## src/rtl/orion_types_pkg.sv

```systemverilog
// rtl/orion_types_pkg.sv - shared orion pipeline types, widths and load funct3 codes
package orion_types_pkg;
  localparam int XLEN        = 32;
  localparam int RF_IDX_BITS = 5;

  typedef enum logic [1:0] {
    WB_ALU  = 2'd0,
    WB_LOAD = 2'd1,
    WB_PC4  = 2'd2
  } wb_src_e;

  localparam logic [2:0] LD_LB  = 3'b000;
  localparam logic [2:0] LD_LH  = 3'b001;
  localparam logic [2:0] LD_LW  = 3'b010;
  localparam logic [2:0] LD_LBU = 3'b100;
  localparam logic [2:0] LD_LHU = 3'b101;
endpackage

```

## src/rtl/load_align.sv

```systemverilog
// rtl/load_align.sv - selects the addressed byte/half of a load word and extends it
module load_align
  import orion_types_pkg::*;
(
  input  logic [XLEN-1:0] word_i,
  input  logic [2:0]      funct3_i,
  input  logic [1:0]      off_i,
  output logic [XLEN-1:0] data_o
);

  logic [7:0]  byte_sel;
  logic [15:0] half_sel;

  always_comb begin
    byte_sel = word_i[7:0];
    case (off_i)
      2'd0: byte_sel = word_i[7:0];
      2'd1: byte_sel = word_i[15:8];
      2'd2: byte_sel = word_i[23:16];
      default: byte_sel = word_i[31:24];
    endcase
    // Halfword loads only look at off[1]; misalignment is trapped upstream.
    half_sel = off_i[1] ? word_i[31:16] : word_i[15:0];
  end

  always_comb begin
    data_o = word_i;
    case (funct3_i)
      LD_LB:  data_o = {{(XLEN-8){byte_sel[7]}}, byte_sel};
      LD_LH:  data_o = {{(XLEN-16){half_sel[15]}}, half_sel};
      LD_LBU: data_o = {{(XLEN-8){1'b0}}, byte_sel};
      LD_LHU: data_o = {{(XLEN-16){1'b0}}, half_sel};
      default: data_o = word_i;
    endcase
  end

endmodule

```

## src/rtl/wb_stage.sv

```systemverilog
// rtl/wb_stage.sv - writeback stage: holds one MEM->WB instruction, waits for loads, drives regfile write port
module wb_stage
  import orion_types_pkg::*;
#(
  parameter int CNT_W = 64
) (
  input  logic                   clk_i,
  input  logic                   rst_i,
  input  logic                   mem_valid_i,
  output logic                   mem_ready_o,
  input  logic [RF_IDX_BITS-1:0] mem_rd_s_i,
  input  logic                   mem_rd_we_i,
  input  logic [1:0]             mem_wb_src_i,
  input  logic [XLEN-1:0]        mem_alu_res_i,
  input  logic [XLEN-1:0]        mem_pc_i,
  input  logic [2:0]             mem_ld_funct3_i,
  input  logic [1:0]             mem_ld_off_i,
  input  logic                   dmem_rsp_valid_i,
  input  logic [XLEN-1:0]        dmem_rsp_data_i,
  output logic [RF_IDX_BITS-1:0] rf_rd_s_o,
  output logic [XLEN-1:0]        rf_rd_v_o,
  output logic                   rf_we_o,
  output logic [CNT_W-1:0]       instret_o,
  output logic                   rsp_err_o
);

  typedef enum logic [1:0] {
    S_EMPTY   = 2'd0,
    S_WAIT_LD = 2'd1,
    S_READY   = 2'd2
  } state_e;

  state_e state_q, state_d;

  logic [RF_IDX_BITS-1:0] pend_s_q;
  logic                   pend_we_q;
  logic [2:0]             pend_f3_q;
  logic [1:0]             pend_off_q;
  logic [RF_IDX_BITS-1:0] rd_s_q;
  logic [XLEN-1:0]        rd_v_q;
  logic                   rd_we_q;
  logic [CNT_W-1:0]       instret_q;
  logic                   err_q;

  logic            accept;
  logic            is_load;
  logic            rsp_in_wait;
  logic [XLEN-1:0] wb_val;
  logic [XLEN-1:0] ld_val;

  assign accept      = mem_valid_i & mem_ready_o;
  assign is_load     = (mem_wb_src_i == WB_LOAD);
  assign rsp_in_wait = dmem_rsp_valid_i & (state_q == S_WAIT_LD);
  // Source code 3 is undefined and falls back to the ALU result.
  assign wb_val      = (mem_wb_src_i == WB_PC4) ? (mem_pc_i + XLEN'(4)) : mem_alu_res_i;

  load_align u_load_align (
    .word_i   (dmem_rsp_data_i),
    .funct3_i (pend_f3_q),
    .off_i    (pend_off_q),
    .data_o   (ld_val)
  );

  always_ff @(posedge clk_i or posedge rst_i) begin
    if (rst_i) state_q <= S_EMPTY;
    else       state_q <= state_d;
  end

  always_comb begin
    state_d = state_q;
    case (state_q)
      S_EMPTY, S_READY: begin
        if (accept) state_d = is_load ? S_WAIT_LD : S_READY;
        else        state_d = S_EMPTY;
      end
      S_WAIT_LD: if (dmem_rsp_valid_i) state_d = S_READY;
      default:   state_d = S_EMPTY;
    endcase
  end

  always_comb begin
    mem_ready_o = (state_q != S_WAIT_LD);
    rf_we_o     = (state_q == S_READY) & rd_we_q;
  end

  // Output registers only change when an instruction enters READY, so they hold between commits.
  always_ff @(posedge clk_i or posedge rst_i) begin
    if (rst_i) begin
      pend_s_q   <= '0;
      pend_we_q  <= 1'b0;
      pend_f3_q  <= '0;
      pend_off_q <= '0;
      rd_s_q     <= '0;
      rd_v_q     <= '0;
      rd_we_q    <= 1'b0;
      instret_q  <= '0;
      err_q      <= 1'b0;
    end else begin
      if (accept) begin
        pend_s_q   <= mem_rd_s_i;
        pend_we_q  <= mem_rd_we_i;
        pend_f3_q  <= mem_ld_funct3_i;
        pend_off_q <= mem_ld_off_i;
        if (!is_load) begin
          rd_s_q  <= mem_rd_s_i;
          rd_v_q  <= wb_val;
          rd_we_q <= mem_rd_we_i;
        end
      end
      if (rsp_in_wait) begin
        rd_s_q  <= pend_s_q;
        rd_v_q  <= ld_val;
        rd_we_q <= pend_we_q;
      end
      if (dmem_rsp_valid_i && !rsp_in_wait) err_q <= 1'b1;
      if (state_q == S_READY) instret_q <= instret_q + CNT_W'(1);
    end
  end

  assign rf_rd_s_o = rd_s_q;
  assign rf_rd_v_o = rd_v_q;
  assign instret_o = instret_q;
  assign rsp_err_o = err_q;

endmodule
```

## config.mk

```make
export PLATFORM = sky130hd
export DESIGN_NAME = wb_stage
export DESIGN_NICKNAME = d
export VERILOG_FILES = /design/src/rtl/orion_types_pkg.sv /design/src/rtl/load_align.sv /design/src/rtl/wb_stage.sv
export SDC_FILE = /design/constraint.sdc
export NUM_CORES = 1
export LEC_CHECK = 0
export CORE_UTILIZATION = 44
export DETAILED_ROUTE_END_ITERATION = 7
export PLACE_DENSITY = 0.78
export SETUP_SLACK_MARGIN = 0.02
export SYNTH_ARGS = -nofsm -noshare
export SYNTH_HDL_FRONTEND = slang
export SYNTH_HIERARCHICAL = 1
export SYNTH_SLANG_ARGS = --single-unit
```

## constraint.sdc

```tcl
create_clock -name clk_i -period 7.85 [get_ports clk_i]
set_clock_uncertainty 0.1 [all_clocks]
set_input_delay 2.355 -clock clk_i [delete_from_list [all_inputs] [get_ports clk_i]]
set_output_delay 2.355 -clock clk_i [all_outputs]
set_load 0.05 [all_outputs]
```

After elaboration in Yosys (flattened, before gate mapping)
Index checks and enable logic that the tools add are counted.
Operators by class
  add/sub/neg operators: 2
  eq/ne operators: 12
  mux-type cells: 17
  bitwise operators: 3
  reduce and logical (&&, ||, !) cells: 8
Operator list (count)
  $mux 32: 4
  $pmux 32 s4: 1
  $add 64x1->64 const B: 1
  $add 32x3->32 const B: 1
  $pmux 8 s3: 1
  $mux 16: 1
  $mux 5: 3
  $eq 2x1->1 const B: 3
  $eq 2x2->1 const B: 3
  $eq 3x3->1 const B: 2
  $mux 2: 3
  $logic_not 2->1: 2
  $ne 2x1->1 const B: 2
  $pmux 2 s2: 1
  $and 1x1->1: 3
  $eq 3x1->1 const B: 1
  $logic_not 3->1: 1
  $mux 1: 3
  $ne 2x2->1 const B: 1
  $reduce_and 2->1: 1
  $reduce_bool 2->1: 1
  $reduce_or 2->1: 1
  $logic_and 1x1->1: 1
  $logic_not 1->1: 1
Word-level totals
  bits in registers: 116
  bits of input ports: 113
  logic and storage cells: 52

Depth between registers and ports, before layout
Gate-level depths: netlist of the first run.
  depth in word-level cells: 5
  depth in mapped cells: 8
  mapped depth without buffers: 7

By module
Netlist of the first run, hierarchy kept.
By module, submodules not included
  wb_stage: times used 1, cells each 602, area an instance 5919.4 sq um, seq. area each 2902.8 sq um
  load_align: times used 1, cells each 131, area an instance 723.2 sq um, seq. area each 0.0 sq um

Worst setup path before layout of the first run
OpenSTA, ideal clock, no wires.
  kind: input to register
  from: input port mem_pc_i[2]
  to: register rd_v_q[22] (netlist: rf_rd_v_o[22])
  library setup time: 0.126 ns
  arrival: 3.655 ns
  setup slack: 3.969 ns
  cell stages on the path: 6
  buffers on the path: 0
  cell sequence: ha_1 nand3_1 nor3_2 nand4_1 xnor2_1 a221o_1
Between the ends
  longest elaborated chain between the ends: 5
Ends and longest elaborated chain
  start, declared: RTL line wb_stage.sv:15  | input logic [XLEN-1:0] mem_pc_i,
  $add 32x3->32: RTL line wb_stage.sv:55  | assign wb_val = (mem_wb_src_i == WB_PC4) ? (mem_pc_i + XLEN'(4)) : mem_alu_res_i;
  $mux 32: RTL line wb_stage.sv:55
  $mux 32: RTL line wb_stage.sv:104  | if (!is_load) begin
  $mux 32: RTL line wb_stage.sv:99  | if (accept) begin
  $mux 32: RTL line wb_stage.sv:110  | if (rsp_in_wait) begin
  end signal, assigned: RTL line wb_stage.sv:106  | rd_v_q <= wb_val;
  end signal, assigned: RTL line wb_stage.sv:112  | rd_v_q <= ld_val;
  end, declared: RTL line wb_stage.sv:40  | logic [XLEN-1:0] rd_v_q;
No other way between the ends. The select of a mux whose other input is x is not followed.
A chain may end at the register's enable or synchronous reset.

Final worst setup path of the first run
  from: register state_q[0]
  to: output port rf_we_o
Between the ends
  longest elaborated chain between the ends: 2
Ends and longest elaborated chain
  start, declared: RTL line wb_stage.sv:33  | state_e state_q, state_d;
  start signal, assigned: RTL line wb_stage.sv:66  | else state_q <= state_d;
  $eq 2x2->1: RTL line wb_stage.sv:83  | rf_we_o = (state_q == S_READY) & rd_we_q;
  $and 1x1->1: RTL line wb_stage.sv:83
  end, declared: RTL line wb_stage.sv:22  | output logic rf_we_o,
No other way between the ends.

==> results.txt, run 1 <==
Status - finished, violations left
Violated checks - design-rule violations
Commonest cells post-synth - 116 x dfrtp_1, 112 x nand2_1, 49 x xor2_1, 44 x nor2_1, 43 x nand3_1
Largest net degree at the start of global routing - 69
Peak supply drop - 0.1648 mV
Slowest cell on crit path - clkdlybuf4s50_1
H-tree depth - 4
Initial Utilization - 0.4536
Syn_area_per_cell - 9.062 um^2
Worst-skew pair later-pin latency - 410 ps
Area leader, netlist - dfrtp_1
Sequential area share after synthesis - 0.4370
Die Height - 124.9 um
Total of max-cap violations - 0
Clk root buf - clkbuf_16
Avg WL per Cell - 18.29 um
# resized after CTS - 0
HP Class - register to register
Number of nets in the layout - 1054
Worst path cell trace - and2b_1 > and2_1 > clkdlybuf4s50_1
Synth area leaders - dfrtp_1 44%, xor2_1 6.5%, nand2_1 6.3%
Mapped Cells - 733
Row count - 44
EDFF count, synth - 0
CP Data Arrival Time - 2100 ps
Leakage dissipation - 4.064 nW
Vias per cell - 5.655
Final setup fails - 0
GR Util All Layers - 0.2720
Maximum clock rate - 0.2198 GHz
Post-Place Cells - 1104
Detailed-route DRC error count - 26
Worst Tran Pin Value - 1129 ps
Period utilisation layout - 0.5796
Most frequent cell after synthesis - dfrtp_1
Die width - 124.9 um
Crit. End Element - output port
FF/Latch Area - 2903 um^2
Setup TNS Final - 0 ps
IO Port Bufs - 216
Hold buffer count at cts - 0
Wire length of the first global-routing pass - 32.69 mm
Max incr delay on CP - 810 ps
Synth Flop Type - dfrtp_1
Relative slew slack - 0.2440
Hold Violations, Final - 0
WL final - 20.69 mm
IO Pins - 217
Startpoint types - register
Fraction of layout cells with a size suffix above 1 - 0.06230
Mapped Nets - 848
Slew Viols, Final - 0
Total gr overflow - 0
Cell family with most CP delay - buffers and inverters
DIE AREA - 15590 um^2
Final Critical Period - 4550 ps
CTS buffer count - 17
FF+latch count, synth - 116
Count of filler cells inserted in the layout - 1199
Number of antenna repair diodes - 0
Post-Syn Area - 6643 um^2
Clock Sinks - 116
Synth unique cells - 50
Synth-to-layout area growth - 42.61%
Area of the multi-input gates - 3546 um^2
GP Congestion - 0.9490
RSZ-0062 raised after global routing - false
Post-synth ARST share - 1.000
Vias in the first global route - 6152
Synth top area share - 0.4370
Post-CTS setup buffers - 0
Final Non-Filler Cells - 1131
Crit path buffers/inverters - 1
DR pass1 iterations - 7
DRT iter0 DRCs - 577
DP Wirelength - 15.12 mm
Critical path peak fanout - 5
Worst Path Required - 5390 ps
Initial antenna violation count - 0
Clock Tree Buf Depth - 2
Core area - 14640 um^2
CTS tree - done
Cell area power density - 219.0 nW/um^2
Clk slew on worst S/H paths - 50 ps
Vias after detailed routing - 6396
Critical path class - register to output port
Syn. warnings - 6
Pwr Total - 0.002075 W
DRT antenna net count - 0
-- cells in the final DEF, fill, tap and decap left out, types with 7 or more instances in the layout --
master / instances
o211ai_1: 12
clkbuf_16: 17
nor2b_1: 22
o21ai_0: 35
dfrtp_1: 116
inv_1: 7
nand4_1: 19
a211oi_1: 8
clkdlybuf4s50_1: 216
and4_1: 7
and3_1: 24
a21oi_1: 24
mux2_2: 13
a221o_1: 14
a31oi_1: 8
xnor2_1: 41
nand2b_1: 10
nor3_1: 26
xor2_1: 49
a22oi_1: 18
nand3_1: 43
nor2_1: 44
nand2_1: 112
buf_4: 7
-- power by group --
group	internal (W)	switching, W	total (W)
Combinational	0.000240	0.000374	0.000614
Sequential	0.000663	0.0000662	0.000730
Clock	0.000472	0.000259	0.000731
Total	0.00138	0.000699	0.00207
-- final timing paths --
| kind | startpoint | end | slack (ps) | cells after the start |
|---|---|---|---|---|
| setup / recovery | state_q[0] | rf_we_o | 3300 | 3 |
| hold / removal | rsp_err_o | rsp_err_o | 350 | 1 |
| setup reg to reg | pend_off_q[1] | rf_rd_v_o[24] | 5040 | 5 |
| hold reg to reg | rsp_err_o | rsp_err_o | 350 | 1 |
| max in group asynchronous | rst_i | rf_rd_v_o[27] | 4100 | 3 |
| min in group asynchronous | rst_i | instret_o[41] | 2370 | 2 |
-- worst register-to-register path: cells and delay by family, from the launching register on --
| family | cells | cell delay, ps |
|---|---|---|
| flip-flops | 1 | 790 |
| AO/OA/AOI/OAI | 5 | 1790 |
-- layout make-up --
type	count	share of cell area
clock buffers	21	0.04861
multi-input cells	572	0.3743
flip-flops and latches	116	0.3064
inverters	9	0.003830
repair buffers	223	0.2338
well taps	184	0.02430
clock inverters	6	0.008717
-- logic make-up (layout without fill, tap and decap cells) --
group | after synthesis | count (layout) | synth area share
flip-flops | 116 | 116 | 0.4370
multiplexers | 14 | 14 | 0.02354
AND/OR/NAND/NOR | 332 | 332 | 0.2569
AO/OA/AOI/OAI | 134 | 134 | 0.1309
XOR/XNOR | 90 | 90 | 0.1187
adder cells (fa/ha/maj) | 2 | 2 | 0.003767
buffers and inverters | 45 | 259 | 0.02919
-- metal layers --
layer	vias to the layer above	wire (um)	global-route usage
met1	3022	8371	0.3371
met3	48	1814	0.07302
li1	2995	-	-
met5	-	0	0
met4	0	750	0.1341
met2	331	9750	0.4385
-- state kept, by name, indices dropped and copies added (netlist names) --
| signal | flops |
|---|---|
| rf_rd_v_o | 32 |
| pend_f3_q | 3 |
| rsp_err_o | 1 |
| rd_we_q | 1 |
| pend_we_q | 1 |
| rf_rd_s_o | 5 |
| state_q | 2 |
| pend_off_q | 2 |
| pend_s_q | 5 |
| instret_o | 64 |
-- metrics by stage --
| stage | hold slack (ps) | utilization | worst slack, ps | instance area (um^2) |
|---|---|---|---|---|
| 4_1_cts | 358.8 | 0.6469 | 3302 | 9473 |
| 6_report | 352.5 | 0.6469 | 3300 | 9473 |
| 2_1_floorplan | 380.0 | - | 2323 | 6643 |
| 5_1_grt | 381.4 | 0.6469 | 3115 | 9473 |
| 3_3_place_gp | 347.8 | 0.6098 | 3001 | 8930 |
| 3_5_place_dp | 349.9 | 0.6098 | 2989 | 8930 |
Note: power is estimated with default switching activity, not from simulation.
==> inputs of run 2 (changes only) <==
clock period = 4.3 ns   (was 7.85 ns; I/O delays follow)
==> run 2 against run 1 <==
The flow still finishes with violations (design-rule violations). Design area is 1.8% higher. Count of clock-buffer cells in the layout is 4 lower. Critical path depth stayed put. Worst hold slack better by 7.0 ps. Critical endpoint unchanged. Largest cell class unchanged.
==> results.txt, run 2 (synthesis gave the netlist of run 1 again) <==
Status - finished, violations left
Most frequent cells in the layout - 216 x clkdlybuf4s50_1, 116 x dfrtp_1, 112 x nand2_1
Crit. End Element - output port
Initial antenna violation count - 0
HP Class - register to register
Vias after detailed routing - 6487
Core area - 14640 um^2
Post-CTS setup buffers - 0
Sequential power share - 0.335
Synth-to-layout area growth - 45.11%
GR Util All Layers - 0.2760
Hold Violations, Final - 0
Largest register FFs - 64
IO Port Bufs - 216
CTS buffer count - 17
Slowest cell on crit path - clkdlybuf4s50_1
Largest net degree at the start of global routing - 117
Clk slew on worst S/H paths - 60 ps
Sw frac - 0.3378
Wire length of the first global-routing pass - 33.48 mm
Critical path class - register to output port
Clk pwr share - 0.380
Cells on worst reg2reg path - 7
Clk root buf - clkbuf_16
DR pass1 iterations - 8
Combinational share of power - 0.285
Final Critical Period - 3419 ps
Die Height - 124.9 um
Critical path peak fanout - 5
CTS tree - done
Worst Path Required - 2910 ps
Worst path cell trace - and2b_1 > and2_1 > clkdlybuf4s50_1
Worst-skew pair later-pin latency - 430 ps
Worst r2r src - pend_off_q[1]
Worst Tran Pin Value - 869.9 ps
R2r endpoint - rf_rd_v_o[24]
Crit path buffers/inverters - 1
Number of antenna repair diodes - 0
DIE AREA - 15590 um^2
GP Congestion - 0.9885
Hold wc startpoint - rsp_err_o
DRT antenna net count - 0
Most common cell after layout, fill and taps aside - clkdlybuf4s50_1
Cell family with most CP delay - buffers and inverters
Total gr overflow - 0
WHS Path Cells - 1
NetSw - 0.001342 W
Initial Utilization - 0.4536
Row count - 44
Fraction of layout cells with a size suffix above 1 - 0.07708
Clock Tree Buf Depth - 2
Maximum clock rate - 0.2925 GHz
Vias in the first global route - 6348
Fin area - 9639 um^2
# resized after CTS - 0
Number of nets in the layout - 1063
Relative slew slack - 0.4179
Final setup fails - 0
WL final - 20.81 mm
Cell area power density - 412.0 nW/um^2
Die width - 124.9 um
Setup TNS Final - 0 ps
Pwr Total - 0.003971 W
Reg2Reg Setup Slack - 1700 ps
Clock Sinks - 116
Avg WL per Cell - 18.19 um
Peak supply drop - 0.2760 mV
Violated checks - design-rule violations
Util after Layout - 0.6582
Worst Hold End - rsp_err_o
Period utilisation layout - 0.7950
CP Data Arrival Time - 2030 ps
DRT iter0 DRCs - 612
Internal - 0.002630 W
Total of max-cap violations - 0
Setup WS post-layout - 881.3 ps
Detailed-route DRC error count - 26
H-tree depth - 4
Dpl cell area - 9011 um^2
Startpoint types - register
Leakage dissipation - 4.135 nW
Max incr delay on CP - 790 ps
RSZ-0062 raised after global routing - false
DP Wirelength - 15.25 mm
Vias per cell - 5.670
Slew Viols, Final - 0
IO Pins - 217
Pre-CTS WS - 701.2 ps
Critical Path Start - state_q[0]
Hold buffer count at cts - 0
-- run 2: changes by cell type in the layout (fill, tap and decap cells not counted), sizes merged --
cell      before  now
buf            7   16
clkbuf        21   17
inv            9   11
bufinv         2    4
clkinvlp       1    5
-- run 2: final cells by class --
| type | instances | area [um^2] |
|---|---|---|
| fillers | 1182 | 5005 |
| multi-input cells | 572 | 3546 |
| flip-flops and latches | 116 | 2903 |
| repair buffers | 232 | 2295 |
| clock buffers | 17 | 425.4 |
| well taps | 184 | 230.2 |
| clock inverters | 14 | 202.7 |
| inverters | 9 | 37.54 |
-- run 2: how the worst max path moves through the flow --
stage,cells after the start,slack (ps),end
final,3,880,rf_we_o
after global routing,3,810,rf_we_o
after global placement,8,770,rf_rd_v_o[24]
after detailed placement,8,700,rf_rd_v_o[24]
after CTS,3,860,rf_we_o
after floorplan,6,1480,rf_rd_v_o[22]
-- run 2: power by group through the flow --
stage,Clock (W),Combinational (W),Sequential [W]
3_5_place_dp,0,0.00113,0.00134
2_1_floorplan,0,0.000357,0.00166
5_1_grt,0.00158,0.00120,0.00135
6_report,0.00151,0.00113,0.00133
4_1_cts,0.00153,0.00113,0.00133
3_3_place_gp,0,0.00112,0.00134
-- run 2: layer usage --
| layer | track usage | wire [um] |
|---|---|---|
| met1 | 0.3410 | 8439 |
| met2 | 0.4597 | 10050 |
| met3 | 0.06658 | 1707 |
| met4 | 0.1191 | 613 |
| met5 | 0 | 0 |
-- run 2: metrics by stage --
stage          std cells  hold slack [ps]
2_1_floorplan        733            380.0
3_3_place_gp        1113            346.4
3_5_place_dp        1113            359.7
4_1_cts             1144            370.0
5_1_grt             1144            400.5
6_report            1144            359.5
